===== src/rtl/ifu_pkg.sv =====
// Shared definitions for the instruction fetch unit: FSM state encoding,
// fetch error bit indices and the default reset PC.
package ifu_pkg;

   typedef enum logic [2:0] {
      S_REQ   = 3'd0,
      S_WAIT  = 3'd1,
      S_VALID = 3'd2,
      S_EXEC  = 3'd3,
      S_ERR   = 3'd4
   } state_t;

   localparam int FE_MISALIGNED   = 0;
   localparam int FE_ACCESS_FAULT = 1;

   localparam logic [63:0] RESET_PC_DEFAULT = 64'h0000_0000_8000_0000;

endpackage


===== src/rtl/ifu_perf_cnt.sv =====
// Fetch performance counters: completed decode hand-offs and stall cycles.
// Only instantiated when IFU_PERF_CNT_EN is defined. Counters wrap naturally.
module ifu_perf_cnt #(
   parameter int CNT_WIDTH = 64
) (
   input  logic                 clk,
   input  logic                 rst,
   input  logic                 handoff,
   input  logic                 stall,
   output logic [CNT_WIDTH-1:0] fetch_cnt,
   output logic [CNT_WIDTH-1:0] stall_cnt
);

   logic [1:0]                inc;
   logic [1:0][CNT_WIDTH-1:0] cnt_all;

   assign inc = {stall, handoff};

   genvar gi;
   generate
      for (gi = 0; gi < 2; gi++) begin : g_cnt
         logic [CNT_WIDTH-1:0] cnt_reg;

         // Increment this counter on every qualifying cycle.
         always_ff @(posedge clk or posedge rst) begin
            if (rst)
               cnt_reg <= '0;
            else if (inc[gi])
               cnt_reg <= cnt_reg + CNT_WIDTH'(1);
         end

         assign cnt_all[gi] = cnt_reg;
      end
   endgenerate

   assign fetch_cnt = cnt_all[0];
   assign stall_cnt = cnt_all[1];

endmodule


===== src/rtl/ifu_fetch.sv =====
// Non-pipelined instruction fetch stage. Owns the PC, issues one memory
// request per instruction, hands the instruction to decode, then waits for
// the execute stage to commit the next PC. Errors are terminal until reset.
// Optional performance counters are enabled by defining IFU_PERF_CNT_EN.
module ifu_fetch
   import ifu_pkg::*;
#(
   parameter int                    DATA_WIDTH = 64,
   parameter int                    INST_WIDTH = 32,
   parameter logic [DATA_WIDTH-1:0] RESET_PC   = RESET_PC_DEFAULT[DATA_WIDTH-1:0]
) (
   input  logic                  clk,
   input  logic                  rst,
   input  logic [DATA_WIDTH-1:0] next_pc_i,
   input  logic                  next_pc_valid_i,
   output logic                  imem_req_valid_o,
   input  logic                  imem_req_ready_i,
   output logic [DATA_WIDTH-1:0] imem_addr_o,
   input  logic                  imem_resp_valid_i,
   input  logic [INST_WIDTH-1:0] imem_resp_data_i,
   input  logic                  imem_resp_err_i,
   output logic                  inst_valid_o,
   input  logic                  inst_ready_i,
   output logic [INST_WIDTH-1:0] inst_o,
   output logic [DATA_WIDTH-1:0] pc_o,
   output logic [1:0]            fetch_error_o
`ifdef IFU_PERF_CNT_EN
   ,
   output logic [63:0]           fetch_cnt_o,
   output logic [63:0]           stall_cnt_o
`endif
);

   state_t                state_reg, state_next;
   logic [DATA_WIDTH-1:0] pc_reg, pc_next;
   logic [INST_WIDTH-1:0] inst_reg, inst_next;
   logic [1:0]            err_reg, err_next;
   logic                  aligned;

   assign aligned = (pc_reg[1:0] == 2'b00);

   // State, PC, held instruction and sticky error registers.
   always_ff @(posedge clk or posedge rst) begin
      if (rst) begin
         state_reg <= S_REQ;
         pc_reg    <= RESET_PC;
         inst_reg  <= '0;
         err_reg   <= '0;
      end else begin
         state_reg <= state_next;
         pc_reg    <= pc_next;
         inst_reg  <= inst_next;
         err_reg   <= err_next;
      end
   end

   // Next-state logic and handshake outputs; errors are only raised from
   // non-error states, so the error vector can never become multi-hot.
   always_comb begin
      state_next       = state_reg;
      pc_next          = pc_reg;
      inst_next        = inst_reg;
      err_next         = err_reg;
      imem_req_valid_o = 1'b0;
      inst_valid_o     = 1'b0;

      case (state_reg)
         S_REQ: begin
            if (!aligned) begin
               err_next[FE_MISALIGNED] = 1'b1;
               state_next              = S_ERR;
            end else begin
               imem_req_valid_o = 1'b1;
               if (imem_req_ready_i)
                  state_next = S_WAIT;
            end
         end
         S_WAIT: begin
            if (imem_resp_valid_i) begin
               if (imem_resp_err_i) begin
                  err_next[FE_ACCESS_FAULT] = 1'b1;
                  state_next                = S_ERR;
               end else begin
                  inst_next  = imem_resp_data_i;
                  state_next = S_VALID;
               end
            end
         end
         S_VALID: begin
            inst_valid_o = 1'b1;
            if (inst_ready_i)
               state_next = S_EXEC;
         end
         S_EXEC: begin
            if (next_pc_valid_i) begin
               pc_next    = next_pc_i;
               state_next = S_REQ;
            end
         end
         S_ERR: begin
            state_next = S_ERR;
         end
         default: begin
            state_next = S_REQ;
         end
      endcase
   end

   assign imem_addr_o   = pc_reg;
   assign pc_o          = pc_reg;
   assign inst_o        = inst_reg;
   assign fetch_error_o = err_reg;

`ifdef IFU_PERF_CNT_EN
   logic handoff;
   logic stall;

   assign handoff = (state_reg == S_VALID) && inst_ready_i;
   assign stall   = ((state_reg == S_REQ) && !imem_req_ready_i) || (state_reg == S_WAIT);

   ifu_perf_cnt #(
      .CNT_WIDTH (64)
   ) u_perf_cnt (
      .clk       (clk),
      .rst       (rst),
      .handoff   (handoff),
      .stall     (stall),
      .fetch_cnt (fetch_cnt_o),
      .stall_cnt (stall_cnt_o)
   );
`endif

endmodule


===== config.mk =====
export PLATFORM = sky130hd
export DESIGN_NAME = ifu_fetch
export DESIGN_NICKNAME = d
export VERILOG_FILES = /design/src/rtl/ifu_pkg.sv /design/src/rtl/ifu_perf_cnt.sv /design/src/rtl/ifu_fetch.sv
export SDC_FILE = /design/constraint.sdc
export NUM_CORES = 1
export LEC_CHECK = 0
export BUFFER_PORTS_ARGS = -buffer_cell sky130_fd_sc_hd__buf_2
export CAP_MARGIN = 20
export CORE_ASPECT_RATIO = 1.1
export CORE_UTILIZATION = 39
export DETAILED_ROUTE_END_ITERATION = 7
export GPL_TIMING_DRIVEN = 1
export MAX_ROUTING_LAYER = met4
export PLACE_DENSITY_LB_ADDON = 0.15
export SYNTH_ARGS = -nofsm -noshare
export SYNTH_HDL_FRONTEND = slang
export SYNTH_SLANG_ARGS = --single-unit

===== constraint.sdc =====
create_clock -name clk -period 2.85 [get_ports clk]
set_input_delay 0.4275 -clock clk [delete_from_list [all_inputs] [get_ports clk]]
set_output_delay 0.4275 -clock clk [all_outputs]
set_load 0.02 [all_outputs]

; Word-level counts from Yosys, hierarchy flattened
; Index checks and enable logic that the tools add are counted.
; Widths: inputs -> output; s select.
[totals]
inputBits = 103
regBits = 101
[classes]
reduce_logical = 7
n_bitwise = 2
eq_ne = 8
muxes = 10
[op_table]
columns = op, count
row1 = $mux 3, 6
row2 = $pmux 3 s5, 1
row3 = $eq 3x2->1 const B, 2
row4 = $ne 2x2->1 const B, 3
row5 = $reduce_and 3->1, 2
row6 = $reduce_and 2->1, 2
row7 = $reduce_and 4->1, 1
row8 = $eq 3x1->1 const B, 1
row9 = $eq 3x3->1 const B, 1
row10 = $logic_not 3->1, 1
row11 = $mux 1, 3
row12 = $ne 3x3->1 const B, 1
row13 = $logic_not 2->1, 1
row14 = $not 1->1, 2

; Depth between registers and ports, before layout
; Gate-level depths: netlist (run 1).
[logic_depth]
ltp_word = 3
ltp_mapped = 4
ltp_nobuf = 3

; Worst setup path after synthesis (run 1)
; OpenSTA, ideal clock, no wires.
[synth_path]
path_type = flip-flop to output port
start = register state_reg[1]
end = output imem_req_valid_o
stages_incl_launch_ff = 4
arrival_ps = 1267
path_slack_ps = 1156
path_buffers = 0
cell_sequence = dfrtp_1 -> or3_4 -> or3_1 -> inv_1
[synth_between]
elab_chain_cells = 2
[synth_lines]
columns = item, line
row1 = start: declaration, ifu_fetch.sv:34  ; state_t state_reg, state_next;
row2 = start signal: assignment, ifu_fetch.sv:50  ; state_reg <= state_next;
row3 = $logic_not 3->1, ifu_fetch.sv:67  ; case (state_reg)
row4 = $mux 1, ifu_fetch.sv:67
row5 = end: declaration, ifu_fetch.sv:16  ; output logic imem_req_valid_o,
; Every way passes these cells.

; Worst setup path in the final report (run 1)
[layout_path]
start = register state_reg[0]
end = output imem_req_valid_o
; The elaborated chain is that of the path after synthesis.

==> reports/qor.txt, run 1 <==
Reg-to-Reg End: imem_addr_o[46]$_DFFE_PP0P_
maximum vdd drop: 0.4847 mV
Worst Path Max Fanout: 12
CTS Buffer Depth: 2
area of the multi-input gates: 1266 µm²
initial core utilization: 40.19%
Pwr Density: 1304 nW/µm²
Nets: 609
max reg flops: 64
met3 routed WL: 829 µm
CTS Hold Bufs: 0
clock skew: 0.003998 ns
Period minus WS final: 2.295 ns
LEAKAGE: 3.075 nW
first-pass GRT wire length: 14.11 mm
Clock Sinks: 101
FF+latch count, synth: 101
Synthesized Nets: 403
initial antenna violation count: 0
share of cells above drive strength 1: 74.36%
worst reg-to-reg setup slack: 0.78 ns
commonest non-fill, non-tap cell in the layout: buf_2
site row count: 40
worst skew pair latency: 0.34 ns
r2r startpoint: state_reg[2]$_DFFE_PP0P_
Synth Warn #: 0
cts bufs inserted: 9
met2 wire length: 4.675 mm
die height: 113.2 µm
port buffer count: 266
ant diodes: 0
max-slew violations: 0
Final Util: 51.72%
main area contributors after synthesis: dfrtp_1 (57%), mux2_2 (23%), buf_4 (11%)
CTS tree: done
worst slew pin tran: 0.8866 ns
fillers: 984
drt pass-1 iters: 4
crit path DAT: 1.87 ns
Routed Antenna Nets: 0
gpl congestion: 0.6941
post-CTS setup buffer count: 0
Synth cell types: 29
Clock Pin Slew Worst Setup and Hold Paths: 0.06 ns
uppermost layer routed: met4
post-cts gate resize count: 0
slew margin rel.: 40.89%
Yosys top cell by area: dfrtp_1
status: complete, no violations
register area: 2529 µm²
final instance area: 5643 µm²
Placeable Area: 10910 µm²
crit share post-route: 80.53%
vias in the first global route: 2844
per-cell routed wire length: 14.21 µm
die area: 11670 µm²
CP Launch Type: flop
Seq/Total Area, Yosys: 57.66%
Avg Cell Area, Syn: 14.62 µm²
placed cell areas: 5364 µm²
DRT Wirelength: 9.351 mm
DR vias: 2978
f_max: 0.4357 GHz
final setup fails: 0
worst setup path end: imem_req_valid_o
I/O pins: 267
TNS Setup: 0 ns
Root Buffer: clkbuf_16
pre-CTS setup slack: 0.7396 ns
WS Path Type: flop to primary output
largest net degree at the start of global routing: 65
Required @ worst endpoint: 2.42 ns
drt drc: 0
Worst setup EP type: primary output
RSZ-0062 raised after global routing: no
Final WS setup: 0.5549 ns
H-tree Lvls: 3
top cell type's share of synthesized area: 57.06%
Mapped Area: 4385 µm²
final hold violations: 0
Hold Path Class: input port to asynchronous set/reset pin
most frequent cells in the layout: buf_2 (266), dfrtp_1 (100), mux2_2 (90)
maxcap violations: 0
Fin Hold WS: 0.1732 ns
post-DR vias/cell: 4.526
Initial DRC Count: 45
Overflow after GRT: 0
Cells after Synth: 300
Routed met1 length: 3.681 mm
Worst Setup SP: state_reg[0]$_DFFE_PP0P_
Area growth, synth to finish: 28.67%
die width: 103.1 µm
GRT Overall Usage: 16.66%
cells on worst reg2reg path: 3
detailed placement HPWL: 6.993 mm
==> kinds of logic after synthesis <==
| logic type | count (synthesis) | share of synthesized area (%) |
|---|---|---|
| flip-flops | 101 | 57.66 |
| AND/OR/NAND/NOR | 18 | 3.053 |
| multiplexers | 96 | 24.65 |
| buffers and inverters | 78 | 13.47 |
| AO/OA/AOI/OAI | 7 | 1.170 |
==> area by class of cell <==
| class | count | area share (%) |
|---|---|---|
| well taps | 147 | 3.259 |
| clock buffers | 12 | 4.545 |
| flip-flops and latches | 101 | 44.81 |
| inverters | 4 | 0.3326 |
| multi-input cells | 121 | 22.44 |
| clock inverters | 4 | 0.3991 |
| repair buffers | 269 | 24.21 |
==> how the worst min path moves through the flow <==
| stage | from | to | slack (ns) | depth (start not counted) |
|---|---|---|---|---|
| 2_1_floorplan | state_reg[1]$_DFFE_PP0P_ | state_reg[2]$_DFFE_PP0P_ | 0.51 | 1 |
| 3_3_place_gp | fetch_error_o[1]$_DFFE_PP0P_ | fetch_error_o[1]$_DFFE_PP0P_ | 0.46 | 1 |
| 3_5_place_dp | fetch_error_o[1]$_DFFE_PP0P_ | fetch_error_o[1]$_DFFE_PP0P_ | 0.46 | 1 |
| 4_1_cts | rst | imem_addr_o[40]$_DFFE_PP0P_ | 0.19 | 2 |
| 5_1_grt | rst | imem_addr_o[40]$_DFFE_PP0P_ | 0.22 | 2 |
| 6_report | rst | imem_addr_o[49]$_DFFE_PP0P_ | 0.17 | 2 |
==> metal layers <==
metal  up-vias  global-route usage (%)
met2       152                   27.82
met1      1429                   18.54
li1       1386                       -
met5         -                       -
met4         0                   7.606
met3        11                   4.200
==> stage by stage <==
| step | power (mW) | instances |
|---|---|---|
| global route | 7.850 | 658 |
| CTS | 7.461 | 658 |
| finish | 7.360 | 658 |
| floorplan | 5.510 | 300 |
| global placement | 6.246 | 642 |
| detailed placement | 6.295 | 642 |
==> report_power, final <==
group          switching (mW)  internal (mW)
Combinational            2.21           1.40
Clock                   0.500          0.635
Sequential              0.479           2.14
Total                    3.19           4.17
==> cell usage after synthesis <==
library cell and n:
nor4_1 2, or3_4 1, or4b_1 1, o21ai_0 1, and2b_2 1, nand3_4 1, dfrtp_1 100, o21bai_1 2
dfstp_2 1, o32ai_1 1, a21oi_1 1, nor2_1 2, buf_6 6, buf_2 1, or2b_1 1, nor2_2 1
nand2_1 2, mux2_1 6, nor4b_1 1, o41ai_1 1, nand4bb_1 1, mux2_2 90, nor3_1 1, buf_4 67
or3_1 1, a311oi_1 1, nor2b_1 1, inv_1 4, nor3b_1 1
==> worst max-delay path, cell delays in order (launching register included) <==
cell and delay [ns]:
dfrtp_1 0.52, or3_4 0.46, or3_1 0.34, inv_1 0.07, buf_2 0.16
No activity file was read; power rests on OpenSTA's default activity.
==> inputs of run 2 (changes only) <==
- ABC_AREA: unset -> 1
- CORE_UTILIZATION: 39 -> 45
- clock period: 2.85 -> 2.3 ns (I/O delays scaled with it)
==> reports/qor.txt, run 2 <==
Initial DRC Count: 126 (+180%)
Seq/Total Area, Yosys: 50.97% (-6.7 points)
Area growth, synth to finish: 23.51%
most used flip-flop cell after synthesis: dfrtp_1
crit path cell chain: nor2_1 -> nand3_1 -> inv_1 -> buf_2
drt drc: 0 (unchanged)
most frequent cells in the layout: buf_2 (266), nand2_1 (171), dfrtp_1 (100)
Pwr Density: 1578 nW/µm² (+21%)
CP Buf/Inv Count: 2 (unchanged)
die width: 102.1 µm (-0.97%)
die area: 11450 µm² (-1.9%)
status: complete, no violations
Final Util: 58.13% (+6.4 points)
Clock Sinks: 101 (unchanged)
drt pass-1 iters: 4 (unchanged)
port buffer count: 266 (unchanged)
initial core utilization: 47.07% (+6.9 points)
Period minus WS final: 1.673 ns
final hold violations: 0 (unchanged)
post-DR vias/cell: 4.597 (+1.6%)
worst slew pin tran: 0.6809 ns (-0.2057 ns)
top post-synthesis cells by count: nand2_1 (171), dfrtp_1 (100), buf_4 (67), nand3_1 (48), inv_1 (41)
worst reg-to-reg setup slack: 0.79 ns (about the same)
per-cell routed wire length: 13.09 µm (-7.9%)
FF+latch count, synth: 101 (unchanged)
r2r startpoint: state_reg[0]$_DFFE_PP0P_
Synth async-reset ratio: 100.0% (unchanged)
max reg flops: 64 (unchanged)
first-pass GRT wire length: 17.64 mm (+25%)
Hold Path Class: input port to asynchronous set/reset pin
Routed Antenna Nets: 0 (unchanged)
detailed placement HPWL: 8.123 mm (+16%)
Overflow after GRT: 0 (unchanged)
CTS tree: done
site row count: 39 (-2.5%)
H-tree Lvls: 3 (unchanged)
top cell type's share of synthesized area: 50.44% (-6.6 points)
maximum vdd drop: 0.6122 mV (+26%)
crit-path max cell delay: 0.44 ns (-0.08 ns)
Required @ worst endpoint: 1.96 ns (-0.46 ns)
delay-heaviest family, CP: flip-flops
max-slew violations: 0 (unchanged)
Reg-to-Reg End: imem_addr_o[49]$_DFFE_PP0P_
final instance area: 6127 µm² (+8.6%)
post-CTS setup buffer count: 0 (unchanged)
crit share post-route: 72.75%
Synth Warn #: 0 (unchanged)
GRT Overall Usage: 20.40% (+3.7 points)
fillers: 976 (-0.81%)
clock skew: 0.007191 ns (+0.003193 ns)
top-count cell post-synth: nand2_1
DR vias: 3976 (+34%)
RSZ-0062 raised after global routing: no
WS Path Type: flop to primary output
cells on worst reg2reg path: 5 (+2)
CTS Hold Bufs: 0 (unchanged)
initial antenna violation count: 1 (+1)
placed cell areas: 5762 µm² (+7.4%)
gpl congestion: 0.8009 (+15%)
LEAKAGE: 3.645 nW (+19%)
Synth cell types: 23 (-21%)
cts bufs inserted: 9 (unchanged)
crit path DAT: 1.33 ns (-0.54 ns)
commonest non-fill, non-tap cell in the layout: buf_2
Mapped Area: 4961 µm² (+13%)
largest net degree at the start of global routing: 102 (+57%)
final setup fails: 0 (unchanged)
Nets: 819 (+34%)
area of the multi-input gates: 1495 µm² (+18%)
Cells after Synth: 524 (+75%)
Worst Path Max Fanout: 4 (-8)
CTS Buffer Depth: 2 (unchanged)
register area: 2529 µm² (unchanged)
Avg Cell Area, Syn: 9.468 µm² (-35%)
Worst setup EP type: primary output
Post-synth EDFFs: 0 (unchanged)
share of cells above drive strength 1: 48.27% (-26 points)
CP Launch Type: flop
Yosys top cell by area: dfrtp_1
worst skew pair latency: 0.34 ns (about the same)
I/O pins: 267 (unchanged)
main area contributors after synthesis: dfrtp_1 (50%), nand2_1 (13%), buf_4 (10%)
maxcap violations: 0 (unchanged)
slew margin rel.: 54.61% (+14 points)
TNS Setup: 0 ns (unchanged)
vias in the first global route: 3632 (+28%)
f_max: 0.5976 GHz
post-cts gate resize count: 0 (unchanged)
Slowest cell on crit path: dfrtp_1
Placeable Area: 10540 µm² (-3.4%)
Root Buffer: clkbuf_16
Clock Pin Slew Worst Setup and Hold Paths: 0.07 ns (about the same)
die height: 112.1 µm (-0.97%)
Synthesized Nets: 627 (+56%)
DRT Wirelength: 11.33 mm (+21%)
## run 2: changes by cell type after synthesis, sizes merged, moves of 7 or more
cell	before	now
nor2	3	10
buf	74	91
inv	4	41
mux2	96	0
nand3	1	68
o21ai	1	33
nand2	2	173
## run 2: cells by family (layout without fill, tap and decap cells)
logic type	Yosys count	after routing	share of synthesized area, %
AOI/OAI and AO/OA	35	35	6.002
buffers and inverters	132	329	18.89
DFF	101	101	50.97
other	0	1	0
and+or+nand+nor	256	256	24.14
## run 2: area by class of cell
type | instances | share of cell area (%)
repair buffers | 272 | 22.87
inverters | 41 | 2.573
clock buffers | 9 | 3.676
diodes | 1 | 0.04084
multi-input cells | 291 | 24.40
clock inverters | 7 | 2.246
flip-flops and latches | 101 | 41.27
well taps | 143 | 2.920
## run 2: where the power goes
group | leakage (nW) | internal, mW | switching, mW
logic | 2.21 | 1.49 | 3.11
clock network | 0.175 | 1.17 | 0.662
registers | 1.26 | 2.62 | 0.613
total | 3.65 | 5.29 | 4.38
## run 2: through the flow
step	power (mW)	hold WS [ns]	std cells	worst slack [ns]
floorplan	7.001	0.4565	524	0.7522
global placement	7.852	0.4466	848	0.8430
detailed placement	7.923	0.4512	848	0.7951
CTS	9.763	0.1843	864	0.6059
global route	10.30	0.2169	865	0.4997
finish	9.666	0.1608	865	0.6267
## run 2: worst max path at each step
stage / from / end / slack [ns] / cells past startpoint
floorplan: rst / fetch_error_o[0]$_DFFE_PP0P_ / 0.75 / 1
global placement: state_reg[0]$_DFFE_PP0P_ / imem_addr_o[35]$_DFFE_PP0P_ / 0.84 / 5
detailed placement: state_reg[0]$_DFFE_PP0P_ / imem_addr_o[49]$_DFFE_PP0P_ / 0.80 / 5
CTS: imem_addr_o[0]$_DFFE_PP0P_ / imem_req_valid_o / 0.61 / 4
global route: imem_addr_o[0]$_DFFE_PP0P_ / imem_req_valid_o / 0.50 / 4
finish: imem_addr_o[0]$_DFFE_PP0P_ / imem_req_valid_o / 0.63 / 4
## run 2: routing by layer
metal / up-vias / global-route usage, % / wire length, µm
met5: - / - / 0
met2: 182 / 32.75 / 5530
met4: 0 / 7.810 / 181
met1: 1829 / 25.22 / 4778
li1: 1951 / - / -
met3: 14 / 4.047 / 836
## run 2: tightest hold or removal path, stage by stage
cell,delay [ns]
buf_2,0.11
clkinvlp_4,0.07
buf_12,0.43
==> inputs of run 3 (changes only) <==
- ABC_AREA: 1 -> 0
- CORE_UTILIZATION: 45 -> 39
- clock period: 2.3 -> 1.5 ns (I/O delays scaled with it)
==> reports/qor.txt, run 3 (synthesis results as in run 1) <==
status: finished with violations
failing checks: negative setup slack
crit path cell chain: or3_4 -> or3_4 -> inv_2 -> buf_6
detailed placement HPWL: 7.341 mm (-9.6%)
vias in the first global route: 2982 (-18%)
WS Path Type: flop to primary output
worst skew pair latency: 0.34 ns (about the same)
Final WS setup: -0.3678 ns (-0.9944 ns)
Period minus WS final: 1.868 ns
I/O pins: 267 (unchanged)
CP Buf/Inv Count: 2 (unchanged)
commonest non-fill, non-tap cell in the layout: buf_2
Required @ worst endpoint: 1.27 ns (-0.69 ns)
Worst setup EP type: primary output
worst slew pin tran: 0.5399 ns (-0.1410 ns)
site row count: 40 (+2.6%)
slew margin rel.: 64.01% (+9.4 points)
ant diodes: 0 (-1)
RSZ-0062 raised after global routing: yes
post-DR vias/cell: 4.685 (+1.9%)
Int Pwr: 9.484 mW (+79%)
share of cells above drive strength 1: 77.01% (+29 points)
crit-path max cell delay: 0.40 ns (-0.04 ns)
Hold Path Class: input port to asynchronous set/reset pin
drt pass-1 iters: 4 (unchanged)
first-pass GRT wire length: 14.80 mm (-16%)
die height: 113.2 µm (+0.98%)
Initial DRC Count: 65 (-48%)
Area growth, synth to finish: 48.70%
maxcap violations: 0 (unchanged)
Root Buffer: clkbuf_16
largest net degree at the start of global routing: 102 (unchanged)
Slowest cell on crit path: dfrtp_1
crit path DAT: 1.64 ns (+0.31 ns)
switching share of power: 40.43% (-4.9 points)
Nets: 633 (-23%)
Placeable Area: 10910 µm² (+3.5%)
clock power share: 16.7% (-2.2 points)
Routed Antenna Nets: 0 (unchanged)
most frequent cells in the layout: buf_2 (264), dfrtp_1 (100), mux2_4 (96)
H-tree Lvls: 3 (unchanged)
drt drc: 0 (unchanged)
P_sw: 6.437 mW (+47%)
Fin Hold WS: 0.03805 ns (-0.1227 ns)
die width: 103.1 µm (+0.97%)
maximum vdd drop: 1.131 mV (+85%)
crit share post-route: 124.5%
cts bufs inserted: 9 (unchanged)
final hold violations: 0 (unchanged)
port buffer count: 266 (unchanged)
Clock Sinks: 101 (unchanged)
Worst Setup SP: state_reg[1]$_DFFE_PP0P_
critical path's most frequent cell: or3_4
delay-heaviest family, CP: simple AND/OR/NAND/NOR gates
Final Non-Filler Cells: 682 (-21%)
GRT Overall Usage: 17.58% (-2.8 points)
Final Power: 15.92 mW (+65%)
Inst Count DP: 651 (-23%)
die area: 11670 µm² (+2.0%)
clock skew: 0.007897 ns (+0.0007061 ns)
CTS Buffer Depth: 2 (unchanged)
f_max: 0.5354 GHz
Clock Pin Slew Worst Setup and Hold Paths: 0.07 ns (about the same)
r2r startpoint: state_reg[1]$_DFFE_PP0P_
per-cell routed wire length: 17.58 µm (+34%)
max-slew violations: 0 (unchanged)
CTS Hold Bufs: 0 (unchanged)
fillers: 949 (-2.8%)
DRT Wirelength: 11.99 mm (+5.8%)
LEAKAGE: 3.699 nW (+1.5%)
Gate power share: 52.1% (+4.5 points)
Flop pwr share: 31.2% (-2.3 points)
final setup fails: 101 (+101)
Worst Path Max Fanout: 2 (-2)
Pwr Density: 2441 nW/µm² (+55%)
initial antenna violation count: 0 (-1)
initial core utilization: 40.19% (-6.9 points)
Overflow after GRT: 0 (unchanged)
max reg flops: 64 (unchanged)
CP Launch Type: flop
DR vias: 3195 (-20%)
gpl congestion: 0.7400 (-7.6%)
CTS tree: done
run 3: worst reg2reg max path, stage by stage (launching register included):
cell and delay [ns]:
dfrtp_1 0.40, buf_6 0.14, buf_6 0.10, and2b_2 0.23
nand3_4 0.21, clkbuf_16 0.23, mux2_4 0.31
run 3: routing by layer:
layer | routed length (µm) | global-route usage, % | vias up
met4 | 138 | 6.197 | 0
met1 | 4983 | 18.36 | 1600
met2 | 6005 | 30.71 | 156
met5 | 0 | - | -
li1 | - | - | 1428
met3 | 862 | 5.621 | 11
run 3: path summary, 6_finish.rpt:
check                                                     to  slack [ns]  depth (start not counted)
worst max register to register   imem_addr_o[42]$_DFFE_PP0P_       -0.22                          6
worst min-delay path                   inst_o[1]$_DFFE_PP0P_        0.04                          3
worst max-delay path                        imem_req_valid_o       -0.37                          4
worst min register to register  fetch_error_o[1]$_DFFE_PP0P_        0.48                          1
max in group asynchronous        imem_addr_o[59]$_DFFE_PP0P_        1.06                          3
min in group clk                 imem_addr_o[19]$_DFFE_PP0P_        0.11                          2
run 3: area by class of cell:
cell class                 count  area, µm²  share of cell area [%]
timing repair buffer         292       1778                   27.26
clock buffer                  12      246.5                   3.780
sequential                   101       2529                   38.78
multi-input combinational    122       1670                   25.61
clock inverter                 4      95.09                   1.458
tap                          147      183.9                   2.820
inverter                       4      18.77                  0.2878
run 3: repair_timing:
item | in CTS | in global routing
gates resized for setup | 19 | 93
gates cloned | 2 | 9
buffers inserted | 2 | 3
pin swaps | 2 | 4
endpoints found under the setup margin | 37 | 101
run 3: metrics by stage:
step	setup WS [ns]	setup TNS [ns]	instance area, µm²	utilization [%]
floorplan	0.008460	0	4389	-
global placement	-0.05361	-0.07477	5482	50.24
detailed placement	-0.1506	-1.232	5482	50.24
CTS	-0.3538	-5.503	5966	54.68
global route	-0.3996	-21.22	6521	59.77
finish	-0.3678	-17.42	6521	59.77
run 3: power groups by stage:
stage | logic (mW) | clock network (mW) | registers [mW]
after global placement | 7.06 | 0 | 4.85
after global routing | 8.78 | 2.81 | 5.13
after detailed placement | 7.12 | 0 | 4.93
final | 8.29 | 2.67 | 4.97
after CTS | 7.38 | 2.71 | 4.89
after floorplan | 3.91 | 0 | 6.56
